### config.mk
export PLATFORM = sky130hd
export DESIGN_NAME = sonic_vc_demux_n
export DESIGN_NICKNAME = d
export VERILOG_FILES = /design/src/rtl/sonic_vc_demux_n.sv
export SDC_FILE = /design/constraint.sdc
export NUM_CORES = 1
export LEC_CHECK = 0
export CAP_MARGIN = 30
export CORE_MARGIN = 5
export CORE_UTILIZATION = 25
export DETAILED_ROUTE_END_ITERATION = 6
export DONT_BUFFER_PORTS = 1
export SYNTH_ARGS = -nofsm -noshare
export SYNTH_HDL_FRONTEND = slang
export SYNTH_SLANG_ARGS = --single-unit
### constraint.sdc
create_clock -name clk -period 2.4 [get_ports clk]
set_input_delay 0.6 -clock clk [delete_from_list [all_inputs] [get_ports clk]]
set_output_delay 0.6 -clock clk [all_outputs]
set_load 0.03 [all_outputs]
### src/rtl/sonic_vc_demux_n.sv
// Packet-locked Avalon-ST channel demux: 1-entry input stage feeding one 1-entry stage per output.
// Optional drop counter enabled by defining SONIC_VC_DEMUX_DROP_CNT_EN.
module sonic_vc_demux_n #(
  parameter int unsigned NUM_CH  = 4,
  parameter int unsigned CH_W    = 2,
  parameter int unsigned DATA_W  = 128,
  parameter int unsigned EMPTY_W = 4
) (
  input  logic                        clk,
  input  logic                        reset_n,
`ifdef SONIC_VC_DEMUX_DROP_CNT_EN
  output logic [15:0]                 drop_count,
`endif
  input  logic                        in_valid,
  output logic                        in_ready,
  input  logic [CH_W-1:0]             in_channel,
  input  logic [DATA_W-1:0]           in_data,
  input  logic                        in_startofpacket,
  input  logic                        in_endofpacket,
  input  logic [EMPTY_W-1:0]          in_empty,
  output logic [NUM_CH-1:0]           out_valid,
  input  logic [NUM_CH-1:0]           out_ready,
  output logic [NUM_CH*DATA_W-1:0]    out_data,
  output logic [NUM_CH-1:0]           out_startofpacket,
  output logic [NUM_CH-1:0]           out_endofpacket,
  output logic [NUM_CH*EMPTY_W-1:0]   out_empty
);

  logic                      rdy_en_q;
  logic                      stg_valid_q, stg_valid_d;
  logic [DATA_W-1:0]         stg_data_q, stg_data_d;
  logic                      stg_sop_q, stg_sop_d;
  logic                      stg_eop_q, stg_eop_d;
  logic [EMPTY_W-1:0]        stg_empty_q, stg_empty_d;
  logic [CH_W-1:0]           stg_ch_q, stg_ch_d;
  logic                      pkt_q, pkt_d;
  logic [CH_W-1:0]           ch_q, ch_d;
  logic [NUM_CH-1:0]         ov_q, ov_d;
  logic [NUM_CH*DATA_W-1:0]  od_q, od_d;
  logic [NUM_CH-1:0]         osop_q, osop_d;
  logic [NUM_CH-1:0]         oeop_q, oeop_d;
  logic [NUM_CH*EMPTY_W-1:0] oemp_q, oemp_d;

  logic [NUM_CH-1:0]         oready;
  logic                      stg_take;
  logic                      in_ready_c;
  logic                      accept;
  logic [CH_W-1:0]           route_ch;
  logic                      route_bad;
  logic                      orphan;
  logic                      drop_ev;

  // Routing, input-stage and output-stage next state.
  always_comb begin
    oready      = out_ready | ~ov_q;
    stg_take    = 1'b0;
    pkt_d       = pkt_q;
    ch_d        = ch_q;
    stg_data_d  = stg_data_q;
    stg_sop_d   = stg_sop_q;
    stg_eop_d   = stg_eop_q;
    stg_empty_d = stg_empty_q;
    stg_ch_d    = stg_ch_q;
    ov_d        = ov_q & ~out_ready;
    od_d        = od_q;
    osop_d      = osop_q;
    oeop_d      = oeop_q;
    oemp_d      = oemp_q;

    for (int i = 0; i < NUM_CH; i++) begin
      if (stg_valid_q && stg_ch_q == CH_W'(i) && oready[i]) begin
        stg_take = 1'b1;
      end
    end

    in_ready_c  = rdy_en_q & (~stg_valid_q | stg_take);
    accept      = in_valid & in_ready_c;
    route_ch    = in_startofpacket ? in_channel : ch_q;
    route_bad   = 32'(route_ch) >= NUM_CH;
    orphan      = ~in_startofpacket & ~pkt_q;
    drop_ev     = accept & (orphan | (in_startofpacket & route_bad));
    stg_valid_d = stg_valid_q & ~stg_take;

    if (accept) begin
      if (in_startofpacket) begin
        ch_d  = in_channel;
        pkt_d = ~in_endofpacket;
      end else if (pkt_q) begin
        pkt_d = ~in_endofpacket;
      end
      if (!(orphan || route_bad)) begin
        stg_valid_d = 1'b1;
        stg_data_d  = in_data;
        stg_sop_d   = in_startofpacket;
        stg_eop_d   = in_endofpacket;
        stg_empty_d = in_empty;
        stg_ch_d    = route_ch;
      end
    end

    for (int i = 0; i < NUM_CH; i++) begin
      if (stg_take && stg_ch_q == CH_W'(i)) begin
        ov_d[i]                        = 1'b1;
        od_d[i*DATA_W +: DATA_W]       = stg_data_q;
        osop_d[i]                      = stg_sop_q;
        oeop_d[i]                      = stg_eop_q;
        oemp_d[i*EMPTY_W +: EMPTY_W]   = stg_empty_q;
      end
    end
  end

  always_ff @(posedge clk or negedge reset_n) begin
    if (!reset_n) begin
      rdy_en_q    <= 1'b0;
      stg_valid_q <= 1'b0;
      stg_data_q  <= '0;
      stg_sop_q   <= 1'b0;
      stg_eop_q   <= 1'b0;
      stg_empty_q <= '0;
      stg_ch_q    <= '0;
      pkt_q       <= 1'b0;
      ch_q        <= '0;
      ov_q        <= '0;
      od_q        <= '0;
      osop_q      <= '0;
      oeop_q      <= '0;
      oemp_q      <= '0;
    end else begin
      rdy_en_q    <= 1'b1;
      stg_valid_q <= stg_valid_d;
      stg_data_q  <= stg_data_d;
      stg_sop_q   <= stg_sop_d;
      stg_eop_q   <= stg_eop_d;
      stg_empty_q <= stg_empty_d;
      stg_ch_q    <= stg_ch_d;
      pkt_q       <= pkt_d;
      ch_q        <= ch_d;
      ov_q        <= ov_d;
      od_q        <= od_d;
      osop_q      <= osop_d;
      oeop_q      <= oeop_d;
      oemp_q      <= oemp_d;
    end
  end

`ifdef SONIC_VC_DEMUX_DROP_CNT_EN
  logic [15:0] drop_cnt_q, drop_cnt_d;

  // Saturating count of discarded packets and orphan beats.
  always_comb begin
    drop_cnt_d = drop_cnt_q;
    if (drop_ev && drop_cnt_q != 16'hFFFF) begin
      drop_cnt_d = drop_cnt_q + 16'd1;
    end
  end

  always_ff @(posedge clk or negedge reset_n) begin
    if (!reset_n) begin
      drop_cnt_q <= '0;
    end else begin
      drop_cnt_q <= drop_cnt_d;
    end
  end

  assign drop_count = drop_cnt_q;
`else
  logic unused_drop;
  assign unused_drop = drop_ev;
`endif

  assign in_ready          = in_ready_c;
  assign out_valid         = ov_q;
  assign out_data          = od_q;
  assign out_startofpacket = osop_q;
  assign out_endofpacket   = oeop_q;
  assign out_empty         = oemp_q;

endmodule

==> flow_summary.json, run 1 <==
{
  "ys.flop_type": "dfrtp_1",
  "slew_violations": 0,
  "preCtsSetupSlack_ns": -0.0162,
  "routabilityCongestion": 0.807,
  "final_util_pct": 30.0,
  "cpLargestDelayFamily": "simple AND/OR/NAND/NOR gates",
  "ir_drop_mv": 0.759,
  "ant_nets": 0,
  "die_y_microns": 328,
  "syn_inst": 1470,
  "ios": 684,
  "firstDrtPassIters": 4,
  "layout_common_cells": "681 x dfrtp_1, 611 x mux2_2, 75 x clkbuf_16",
  "post_dp_cell_area_sq_um": 27500,
  "syn-num-nets": 1613,
  "fin_cells": 2980,
  "final_common_cell": "dfrtp_1",
  "start_util_pct": 25.2,
  "ys_warn_count": 0,
  "crit_type": "flop to output pin",
  "power_density_nw_per_um2": 1670,
  "io_buffers": 0,
  "dp.cells": 2839,
  "critPathBufInv": 1,
  "path_max_fanout": 3,
  "slew_headroom_pct": 33.1,
  "die_w_microns": 328,
  "ys_ff_latch": 681,
  "grt_pass1_vias": 14446,
  "fin_nets": 1707,
  "required_ns": 1.80,
  "h-tree-depth": 3,
  "numClockSinks": 681,
  "route.detailed.drc": 0,
  "synth_edf_count": 0,
  "path_cells": "and3b_1, or3_4, nand3_2, and2_4, buf_12",
  "clockBufferDepth": 3,
  "leakage_nw": 12.9,
  "period_minus_slack_ns": 2.58,
  "tightest_slew_ns": 1.00,
  "grt_pass1_wl_microns": 99200,
  "rsz0062_at_grt": "yes",
  "synthesis.area_sq_um": 25300,
  "slowest_stage": "dfrtp_1",
  "grt_remaining_overflow": 0,
  "crit_path_end_kind": "output pin",
  "critPathMaxStageDelay_ns": 0.41,
  "fin_skew_ns": 0.0192,
  "area_growth_pct": 19.1,
  "yosysTopAreaCellShare_pct": 67.4,
  "fin_ws_ns": -0.178,
  "grt_start_max_net_pins": 682,
  "clkTransAtPathRegs_ns": 0.06,
  "stdcell_area_sq_um": 30100,
  "hold_viol": 166,
  "ys_seq_area_share_pct": 67.4,
  "insertion_delay_ns": 0.62,
  "wl_per_cell_microns": 22.6,
  "status": "finished with violations",
  "core_area_sq_um": 100000,
  "drtIter0Drc": 525,
  "synth_top_cells_by_area": "dfrtp_1 67%, mux2_2 27%, mux2_1 2.7%, clkbuf_1 0.65%, buf_8 0.36%",
  "power_mw": 50.3,
  "min_path_type": "primary input to async pin",
  "synth_area_per_cell_sq_um": 17.2,
  "maxCapViolations": 0,
  "setup_viol": 1,
  "rows": 116,
  "drt-total-wl_microns": 67500,
  "fin_crit_sh_pct": 107,
  "via_count": 12971,
  "max_freq_ghz": 0.388,
  "via_per_inst": 4.35,
  "dieArea_sq_um": 108000,
  "antenna_found_initial": 11,
  "async_flop_share_pct": 100,
  "synth_top_area_cell": "dfrtp_1",
  "critical_path.startpoint_type": "flop",
  "cts_root_buffer": "clkbuf_16",
  "fin_hold_ws_ns": -0.324,
  "numCtsBuffers": 73,
  "drive_above_1_share_pct": 51.1,
  "grtUsageTotal_pct": 12.1,
  "cts_tree": "done",
  "dp_hpwl_microns": 48400,
  "netlist-cell-type-count": 34,
  "failed_checks": "negative hold slack, negative setup slack",
  "cp.arrival_ns": 1.98
}
[registers in the layout (all words and copies together) (netlist names), 2 cells and up]
| name | cells |
|---|---|
| out_data | 512 |
| stg_data_q | 128 |
| out_empty | 16 |
| out_endofpacket | 4 |
| out_startofpacket | 4 |
| out_valid | 4 |
| stg_empty_q | 4 |
| ch_q | 2 |
| stg_ch_q | 2 |
[path summary, 6_finish.rpt]
check	startpoint	to	slack [ns]	cells past startpoint
min	reset_n	out_data[372]$_DFFE_PN0P_	-0.32	0
max	stg_ch_q[0]$_DFFE_PN0P_	in_ready	-0.18	5
min reg2reg	ch_q[0]$_DFFE_PN0P_	ch_q[0]$_DFFE_PN0P_	0.51	1
max reg2reg	stg_ch_q[0]$_DFFE_PN0P_	stg_data_q[44]$_DFFE_PN0P_	0.05	8
min in group clk	in_data[69]	stg_data_q[69]$_DFFE_PN0P_	0.12	1
max in group asynchronous	reset_n	out_data[41]$_DFFE_PN0P_	0.74	2
[worst register-to-register path: cells and delay by family (launching register included)]
| kind | cells | cell delay [ns] |
|---|---|---|
| buf+inv | 4 | 0.69 |
| simple gates | 2 | 0.58 |
| compound gates | 1 | 0.19 |
| flops | 1 | 0.41 |
| mux | 1 | 0.35 |
[synth_stat cells (2+ instances only)]
master	count
dfrtp_1	681
mux2_2	611
mux2_1	60
clkbuf_1	44
buf_2	17
buf_4	7
buf_8	6
nand2_1	6
nand3_1	5
a31oi_1	2
inv_1	2
nand2b_1	2
nand4_1	2
nor2b_1	2
o211ai_1	2
o21ai_0	2
or2_2	2
[cells by family after synthesis]
kind of cell	count (synthesis)	synth area share, %
buffers and inverters	77	1.63
other	1	0.0148
and+or+nand+nor	27	0.594
DFF	681	67.4
AOI/OAI and AO/OA	12	0.381
muxes	672	29.9
[layer usage]
metal	part of all wire [%]	GRT usage, %
met1	35	12.8
met3	15	7.54
met5	0.11	0
met4	3.0	4.60
met2	47	19.6
[stage by stage]
step                      hold slack (ns)  TNS [ns]
final                              -0.324    -0.178
after global routing               -0.397    -0.314
after CTS                          -0.391    -0.276
after detailed placement            0.322   -0.0660
after global placement              0.324   -0.0455
after floorplan                     0.304         0
[layout make-up]
cell class | count | area, sq um
fillers | 9868 | 70200
flip-flops and latches | 681 | 17000
multi-input cells | 712 | 7850
clock buffers | 112 | 2210
well taps | 1357 | 1700
repair buffers | 94 | 1060
clock inverters | 16 | 233
diodes | 6 | 15.0
inverters | 2 | 7.51
[where the power goes]
group          total [mW]  switching, mW  internal [mW]
Clock                11.3           4.56           6.78
Combinational        7.70           2.67           5.03
Sequential           31.2           14.6           16.7
Total                50.3           21.8           28.5
[timing repair]
| action | 4_1_cts | 5_1_grt |
|---|---|---|
| gates resized for setup | 5 | 3 |
| endpoints found under the hold margin | 681 | 165 |
| setup endpoints to repair | 1 | 1 |
| pin swaps | 3 | 4 |
| buffers inserted | 1 | 3 |
(Power assumes the default switching activity.)
==> inputs of run 2 (changes only) <==
- CORE_AREA: not set -> 5 5 266 268
- CORE_MARGIN: 5 -> not set
- CORE_UTILIZATION: 25 -> not set
- DIE_AREA: not set -> 0 0 271 273
- GPL_TIMING_DRIVEN: not set -> 1
- TNS_END_PERCENT: not set -> 20
==> flow_summary.json, run 2 (synthesis results as in run 1) <==
{
  "startpoint": "reset_n",
  "failed_checks": "negative hold slack, max-slew violations, negative setup slack",
  "slew_headroom_pct": -161,
  "p_sw_mw": 21.6,
  "wl_met3_microns": 7780,
  "max_freq_ghz": 0.362,
  "period_minus_slack_ns": 2.76,
  "fin_skew_ns": 0.0369,
  "cp.arrival_ns": 2.55,
  "clockBufferDepth": 3,
  "combPwrFrac_pct": 14.9,
  "firstDrtPassIters": 4,
  "maxCapViolations": 0,
  "layout_common_cells": "681 x dfrtp_1, 611 x mux2_2, 73 x clkbuf_16",
  "route.detailed.drc": 0,
  "topRoutingLayerUsed": "met5",
  "clkTransAtPathRegs_ns": 0.06,
  "fin_nets": 1679,
  "die_w_microns": 271,
  "stdcell_area_sq_um": 29300,
  "min_path_type": "primary input to async pin",
  "area_growth_pct": 16.0,
  "dieArea_sq_um": 74000,
  "path_max_fanout": 681,
  "fin_crit_sh_pct": 115,
  "via_per_inst": 5.17,
  "seqPwrFrac_pct": 62.6,
  "critical_path.startpoint_type": "primary input",
  "switching_share_pct": 43.3,
  "ir_drop_mv": 0.919,
  "io_buffers": 0,
  "p_int_mw": 28.2,
  "setup_viol": 223,
  "drt-total-wl_microns": 65800,
  "power_density_nw_per_um2": 1700,
  "tns_ns": -61.13,
  "crit_type": "primary input to async pin",
  "crit_path_end_kind": "async pin",
  "routabilityCongestion": 0.818,
  "tightest_slew_ns": 3.91,
  "clockPowerShare_pct": 22.5,
  "ios": 684,
  "wl_met2_microns": 32400,
  "fin_hold_ws_ns": -0.303,
  "power_mw": 49.8,
  "ant_nets": 0,
  "dp_hpwl_microns": 46500,
  "numClockSinks": 681,
  "drive_above_1_share_pct": 50.4,
  "rsz0062_at_grt": "yes",
  "insertion_delay_ns": 0.61,
  "r2r-start": "stg_ch_q[0]$_DFFE_PN0P_",
  "cts_root_buffer": "clkbuf_16",
  "cts_tree": "done",
  "largest_reg_flops": 512,
  "status": "finished with violations",
  "core_area_sq_um": 68100,
  "grt_pass1_vias": 13749,
  "numCtsBuffers": 72,
  "grt_start_max_net_pins": 682,
  "wl_per_cell_microns": 26.5,
  "grtUsageTotal_pct": 17.2,
  "grt_remaining_overflow": 0,
  "antenna_found_initial": 20,
  "multi_input_area_sq_um": 7860,
  "final_common_cell": "dfrtp_1",
  "fillers": 6122,
  "via_count": 12837,
  "h-tree-depth": 3,
  "preCtsSetupSlack_ns": 0.00220,
  "slew_violations": 473,
  "regArea_sq_um": 17000,
  "fin_ws_ns": -0.361,
  "rows": 96,
  "m1WireLength_microns": 23600,
  "die_y_microns": 273,
  "grt_pass1_wl_microns": 97000,
  "leakage_nw": 12.7,
  "hold_viol": 179,
  "drtIter0Drc": 597,
  "post_dp_cell_area_sq_um": 26800,
  "required_ns": 2.19,
  "start_util_pct": 37.1
}
==> run 2: changes by cell type in the layout (fill, tap and decap cells not counted), sizes merged <==
cell / change
clkinv: +5
inv: +2
diode: +6
buf: -27
bufinv: -1
clkbuf: -7
==> run 2: path summary, 6_finish.rpt <==
| check | depth (start not counted) | slack (ns) | to |
|---|---|---|---|
| min in group clk | 1 | 0.12 | stg_data_q[26]$_DFFE_PN0P_ |
| setup / recovery | 0 | -0.36 | out_data[43]$_DFFE_PN0P_ |
| max in group clk | 5 | -0.08 | in_ready |
| setup reg to reg | 7 | 0.15 | stg_data_q[4]$_DFFE_PN0P_ |
| hold reg to reg | 1 | 0.51 | ch_q[0]$_DFFE_PN0P_ |
| hold / removal | 0 | -0.30 | out_data[62]$_DFFE_PN0P_ |
==> run 2: per-stage QoR <==
stage | hold slack [ns] | utilization [%] | std cells
5_1_grt | -0.350 | 43.0 | 2478
2_1_floorplan | 0.304 | - | 1470
3_3_place_gp | 0.323 | 39.3 | 2338
6_report | -0.303 | 43.0 | 2483
4_1_cts | -0.346 | 43.0 | 2470
3_5_place_dp | 0.322 | 39.3 | 2338
==> run 2: routing by layer <==
layer	GRT usage [%]	vias up
met5	0	-
met4	6.13	10
met3	8.88	130
met2	28.5	528
met1	19.0	6804
li1	-	5365
==> run 2: repair_timing <==
action	4_1_cts	5_1_grt
endpoints found under the hold margin	681	681
setup buffers	5	1
pin swaps	5	0
gates resized for setup	7	1
setup endpoints to repair	1	1
==> run 2: power groups by stage <==
stage	clock [mW]	combinational, mW	sequential [mW]
2_1_floorplan	0	6.08	28.8
3_3_place_gp	0	7.04	31.4
3_5_place_dp	0	7.44	31.5
4_1_cts	11.5	7.54	31.3
5_1_grt	12.0	8.13	31.8
6_report	11.2	7.43	31.2
==> run 2: layout make-up <==
| type | instances | share of cell area [%] |
|---|---|---|
| clock buffer | 105 | 7.26 |
| clock inverter | 22 | 1.02 |
| inverter | 2 | 0.0256 |
| timing repair buffer | 67 | 2.88 |
| tap | 882 | 3.76 |
| antenna | 12 | 0.102 |
| multi-input combinational | 712 | 26.8 |
| sequential | 681 | 58.1 |
